<file path="config.mk">
export PLATFORM = sky130hd
export DESIGN_NAME = rr_priority_arbiter
export DESIGN_NICKNAME = d
export VERILOG_FILES = /design/src/rtl/rr_priority_arbiter.sv
export SDC_FILE = /design/constraint.sdc
export NUM_CORES = 1
export LEC_CHECK = 0
export BUFFER_PORTS_ARGS = -buffer_cell sky130_fd_sc_hd__buf_2
export CAP_MARGIN = 5
export CORE_ASPECT_RATIO = 2
export CORE_MARGIN = 5
export CORE_UTILIZATION = 61
export CTS_BUF_LIST = sky130_fd_sc_hd__clkbuf_4 sky130_fd_sc_hd__clkbuf_8
export CTS_CLUSTER_SIZE = 14
export DETAILED_ROUTE_END_ITERATION = 8
export PLACE_DENSITY_LB_ADDON = 0.25
export SYNTH_ARGS = -nofsm -noshare
export SYNTH_HDL_FRONTEND = slang
export SYNTH_SLANG_ARGS = --single-unit
</file>
<file path="constraint.sdc">
create_clock -name clk -period 3.5 [get_ports clk]
set_input_delay 0 -clock clk [delete_from_list [all_inputs] [get_ports clk]]
set_output_delay 0 -clock clk [all_outputs]
set_load 0.01 [all_outputs]
</file>
<file path="src/rtl/rr_priority_arbiter.sv">
// Registered N-way arbiter: fixed priority or round-robin with an optional
// hold limit that forces rotation when other requesters are waiting.
module rr_priority_arbiter #(
  parameter int N        = 8,
  parameter int IDXW     = $clog2(N),
  parameter int RR_MODE  = 1,
  parameter int MAX_HOLD = 4,
  localparam int HW      = (MAX_HOLD > 0) ? $clog2(MAX_HOLD + 1) : 1
) (
  input  logic            clk,
  input  logic            rst_n,
  input  logic [N-1:0]    req,
  output logic [N-1:0]    gnt,
  output logic [IDXW-1:0] gnt_idx,
  output logic            gnt_valid,
  output logic [HW-1:0]   hold_cnt
);

  // state | meaning
  // IDLE  | no owner, gnt=0, gnt_idx=0, hold_cnt=0
  // GRANT | requester gnt_idx owns the resource for hold_cnt cycles
  localparam logic [0:0] IDLE  = 1'b0;
  localparam logic [0:0] GRANT = 1'b1;

  localparam int              HOLD_SAT = (MAX_HOLD > 0) ? MAX_HOLD : 1;
  localparam logic [HW-1:0]   HOLD_TOP = HW'(HOLD_SAT);
  localparam logic [IDXW:0]   N_W      = (IDXW + 1)'(N);
  localparam logic [IDXW-1:0] LAST_IDX = IDXW'(N - 1);

  logic [0:0]      state;
  logic [IDXW-1:0] last;
  logic [N-1:0]    arb_vec;
  logic            others;
  logic [IDXW-1:0] start;
  logic [IDXW:0]   sum;
  logic            found;
  logic [IDXW-1:0] win;
  logic            keep;

  logic [0:0]      state_n;
  logic [N-1:0]    gnt_n;
  logic [IDXW-1:0] idx_n;
  logic [HW-1:0]   hold_n;
  logic [IDXW-1:0] last_n;

  // Masking with the current grant excludes the owner on forced rotation and
  // is a no-op once the owner has dropped its request.
  always_comb begin
    arb_vec = req & ~gnt;
    others  = |arb_vec;
    if (RR_MODE != 0) start = (last == LAST_IDX) ? '0 : last + 1'b1;
    else              start = '0;
    found = 1'b0;
    win   = '0;
    sum   = '0;
    for (int k = 0; k < N; k++) begin
      sum = {1'b0, start} + (IDXW + 1)'(k);
      if (sum >= N_W) sum = sum - N_W;
      if (!found && arb_vec[sum[IDXW-1:0]]) begin
        found = 1'b1;
        win   = sum[IDXW-1:0];
      end
    end
  end

  always_comb begin
    keep = 1'b0;
    if (state == GRANT && req[gnt_idx]) begin
      if (RR_MODE == 0 || MAX_HOLD == 0 || hold_cnt < HOLD_TOP || !others)
        keep = 1'b1;
    end
  end

  always_comb begin
    state_n = state;
    gnt_n   = gnt;
    idx_n   = gnt_idx;
    hold_n  = hold_cnt;
    last_n  = last;
    if (keep) begin
      if (hold_cnt != HOLD_TOP) hold_n = hold_cnt + 1'b1;
    end else if (found) begin
      state_n    = GRANT;
      gnt_n      = '0;
      gnt_n[win] = 1'b1;
      idx_n      = win;
      hold_n     = HW'(1);
      last_n     = win;
    end else begin
      state_n = IDLE;
      gnt_n   = '0;
      idx_n   = '0;
      hold_n  = '0;
    end
  end

  always_ff @(posedge clk) begin
    if (!rst_n) begin
      state    <= IDLE;
      gnt      <= '0;
      gnt_idx  <= '0;
      hold_cnt <= '0;
      last     <= LAST_IDX;
    end else begin
      state    <= state_n;
      gnt      <= gnt_n;
      gnt_idx  <= idx_n;
      hold_cnt <= hold_n;
      last     <= last_n;
    end
  end

  assign gnt_valid = (state == GRANT);

endmodule

</file>
==> metrics.txt <==
setup violators final 0; Worst path max stage delay 700 ps; crit path max-delay cell type xnor2_1; layout cells sized above 1 32.53%; CORE AREA 3193 um^2; TritonCTS Buffers 3; area leader, netlist dfxtp_1; hold endpoint gnt_idx[2]; Main synth FF type dfxtp_1; critical path arrival 3520 ps; critical path class register to register; # IOs 25; Layout area overhead 13.74%; antenna violations before repair 0; synthesized area 2012 um^2; DR vias 1995; minimum clock period 3321 ps; Placed Cells 274; largest net degree at the start of global routing 15; post-synth cell types 63; H-Tree Depth 1; reg2reg setup slack 180 ps; DR DRC count 0; Clock Skews 0.7603 ps; number of global-route vias before repair 2012; Starting Density 63.01%; R2R cell count 9; post-synthesis async set-or-reset flop share 0%; Layout Cells excl Fill 280; Die Area 4617 um^2; Post-Syn Instances 215; clk_lat worst skew 250 ps; Max Fclk 0.3011 GHz; DRT iter0 DRCs 70; vias per cell 7.125; crit-path cells ha_1, ha_1, xnor2_1, mux4_2, nand2_1, a2bb2oi_2, o22ai_1, a41oi_2, a32o_1; Worst Hold Depth 4; EDFF count, synth 0; Synth area leaders dfxtp_1 (18%), mux4_2 (15%), mux2i_1 (8.5%); reg2reg end gnt[0]; Yosys reg bits 18; drt total wl 5832 um; drt pass-1 iters 4; diodes inserted 0; hold path startpoint req[6]; Critical Path RT 3700 ps; Seq/Total Area, Yosys 17.91%; number of port buffers 24; clock root buffer master clkbuf_8; Critical Path Start last[0]; Syn Nets 230; global-route wire length before repair 9446 um; Reg2Reg Launch Point last[0]; worst hold path class input port to register; Worst Max-Slew Pin Slew 826.5 ps; DRT antenna net count 0; clock-pin slew on the worst setup and hold paths 70 ps; Crit Path Max Fanout 7; Max Cap Viol 0; GPL Wtd Cong 0.9763; outcome finished clean; Max Slew Vio Count 0; syn_area_per_cell 9.358 um^2; Critical Path End Type register; Synth top area share 17.91%; max_slew headroom 44.51%; crit path launch type register; row cnt 29; final core utilization 71.67%; final hold violations 0; wire length per cell 20.83 um; Ys Warns 0; CTS Sinks 18; NumNets Final 265; Tcrit/Tclk final 94.90%; Total GRT Usage 25.91%; grt ovf 0; clock tree buffer depth 2; Critical Path Most Common Cell ha_1; CTS tree built; Die Y 91.22 um; Final HPWL DP 4780 um; Chip Width 50.61 um
-- how the worst max path moves through the flow --
| stage | endpoint | slack (ps) |
|---|---|---|
| after floorplan | gnt[4] | 560 |
| after global placement | gnt[6] | 180 |
| after detailed placement | gnt[2] | 160 |
| after CTS | gnt[2] | 150 |
| after global routing | gnt[2] | -6 |
| final | gnt[0] | 180 |
-- layer usage --
metal	share of wire, %	vias to the layer above	global-route usage (%)
li1	-	903	-
met1	31	958	24.45
met2	56	98	46.99
met3	5.1	36	1.967
met4	8.3	0	21.32
met5	0	-	0
-- flip-flops by register name, summed over array words and instances, names as in the netlist --
| name | count |
|---|---|
| gnt_idx | 3 |
| hold_cnt | 3 |
| last | 3 |
| gnt_valid | 1 |
| gnt | 8 |
-- Yosys cell counts (4+ instances only) --
master    instances
dfxtp_1          18
mux2i_1          17
mux4_2           13
inv_1             6
o21ai_0           9
o211ai_1          4
ha_1              5
a32o_1            4
buf_6             4
nand3_1           6
nor2b_1          10
o22ai_1           4
nand2b_1          8
a21oi_1           7
a31oi_1           4
nor2_1            5
nand2_1          25
-- what timing repair did --
action / CTS / global route
hold buffers: 1 / 0
endpoints found under the setup margin: 0 / 12
gates resized for setup: 0 / 2
buffers inserted: 0 / 1
endpoints found under the hold margin: 2 / 0
-- cells by family after synthesis --
kind of cell | share of synthesized area [%]
muxes | 26.62
buffers and inverters | 4.788
DFF | 17.91
and+or+nand+nor | 20.27
adders and majority gates | 3.109
xor gates and xnor gates | 2.115
AOI/OAI and AO/OA | 25.19
-- final cells by class --
| class | count | area [um^2] |
|---|---|---|
| Multi-Input combinational cell | 181 | 1560 |
| Fill cell | 263 | 904.6 |
| Sequential cell | 18 | 360.3 |
| Timing Repair Buffer | 39 | 247.7 |
| Clock buffer | 4 | 55.05 |
| Tap cell | 31 | 38.79 |
| Inverter | 7 | 26.28 |
-- placed cells by master (no fill, tap or decap), drive strengths merged, types with 2 or more instances in the layout --
cell type	instances
nand4	3
mux2i	20
o211ai	5
mux4	13
nor4	3
ha	5
a21o	2
a211oi	2
o41ai	2
inv	7
o21ai	13
clkbuf	4
and2	3
a31oi	4
a32o	4
nor2b	10
mux2	2
o31ai	2
nand3	6
xnor2	3
nand2	27
buf	38
nor2	6
and3	2
a21oi	8
o22ai	4
nor3	3
o21a	2
dfxtp	18
or3	2
nand2b	8
-- worst max-delay path: cells and delay by family (launching register included) --
kind / cells / cell delay (ps)
xor gates and xnor gates: 1 / 700
AOI/OAI and AO/OA: 4 / 910
and+or+nand+nor: 1 / 160
DFF: 1 / 480
muxes: 1 / 490
adders and majority gates: 2 / 510
-- metrics by stage --
| step | setup slack (ps) | setup TNS, ps | cell area, um^2 | hold slack, ps |
|---|---|---|---|---|
| detailed placement | 163.2 | 0 | 2198 | 236.4 |
| global route | -5.862 | -5.862 | 2288 | 430.3 |
| floorplan | 560.7 | 0 | 2012 | 61.94 |
| finish | 178.5 | 0 | 2288 | 345.2 |
| CTS | 152.8 | 0 | 2263 | 343.6 |
| global placement | 177.4 | 0 | 2198 | 231.9 |
Power is not shown: default switching activity piles up to over one toggle a cycle in this logic, so the estimate is an artifact.
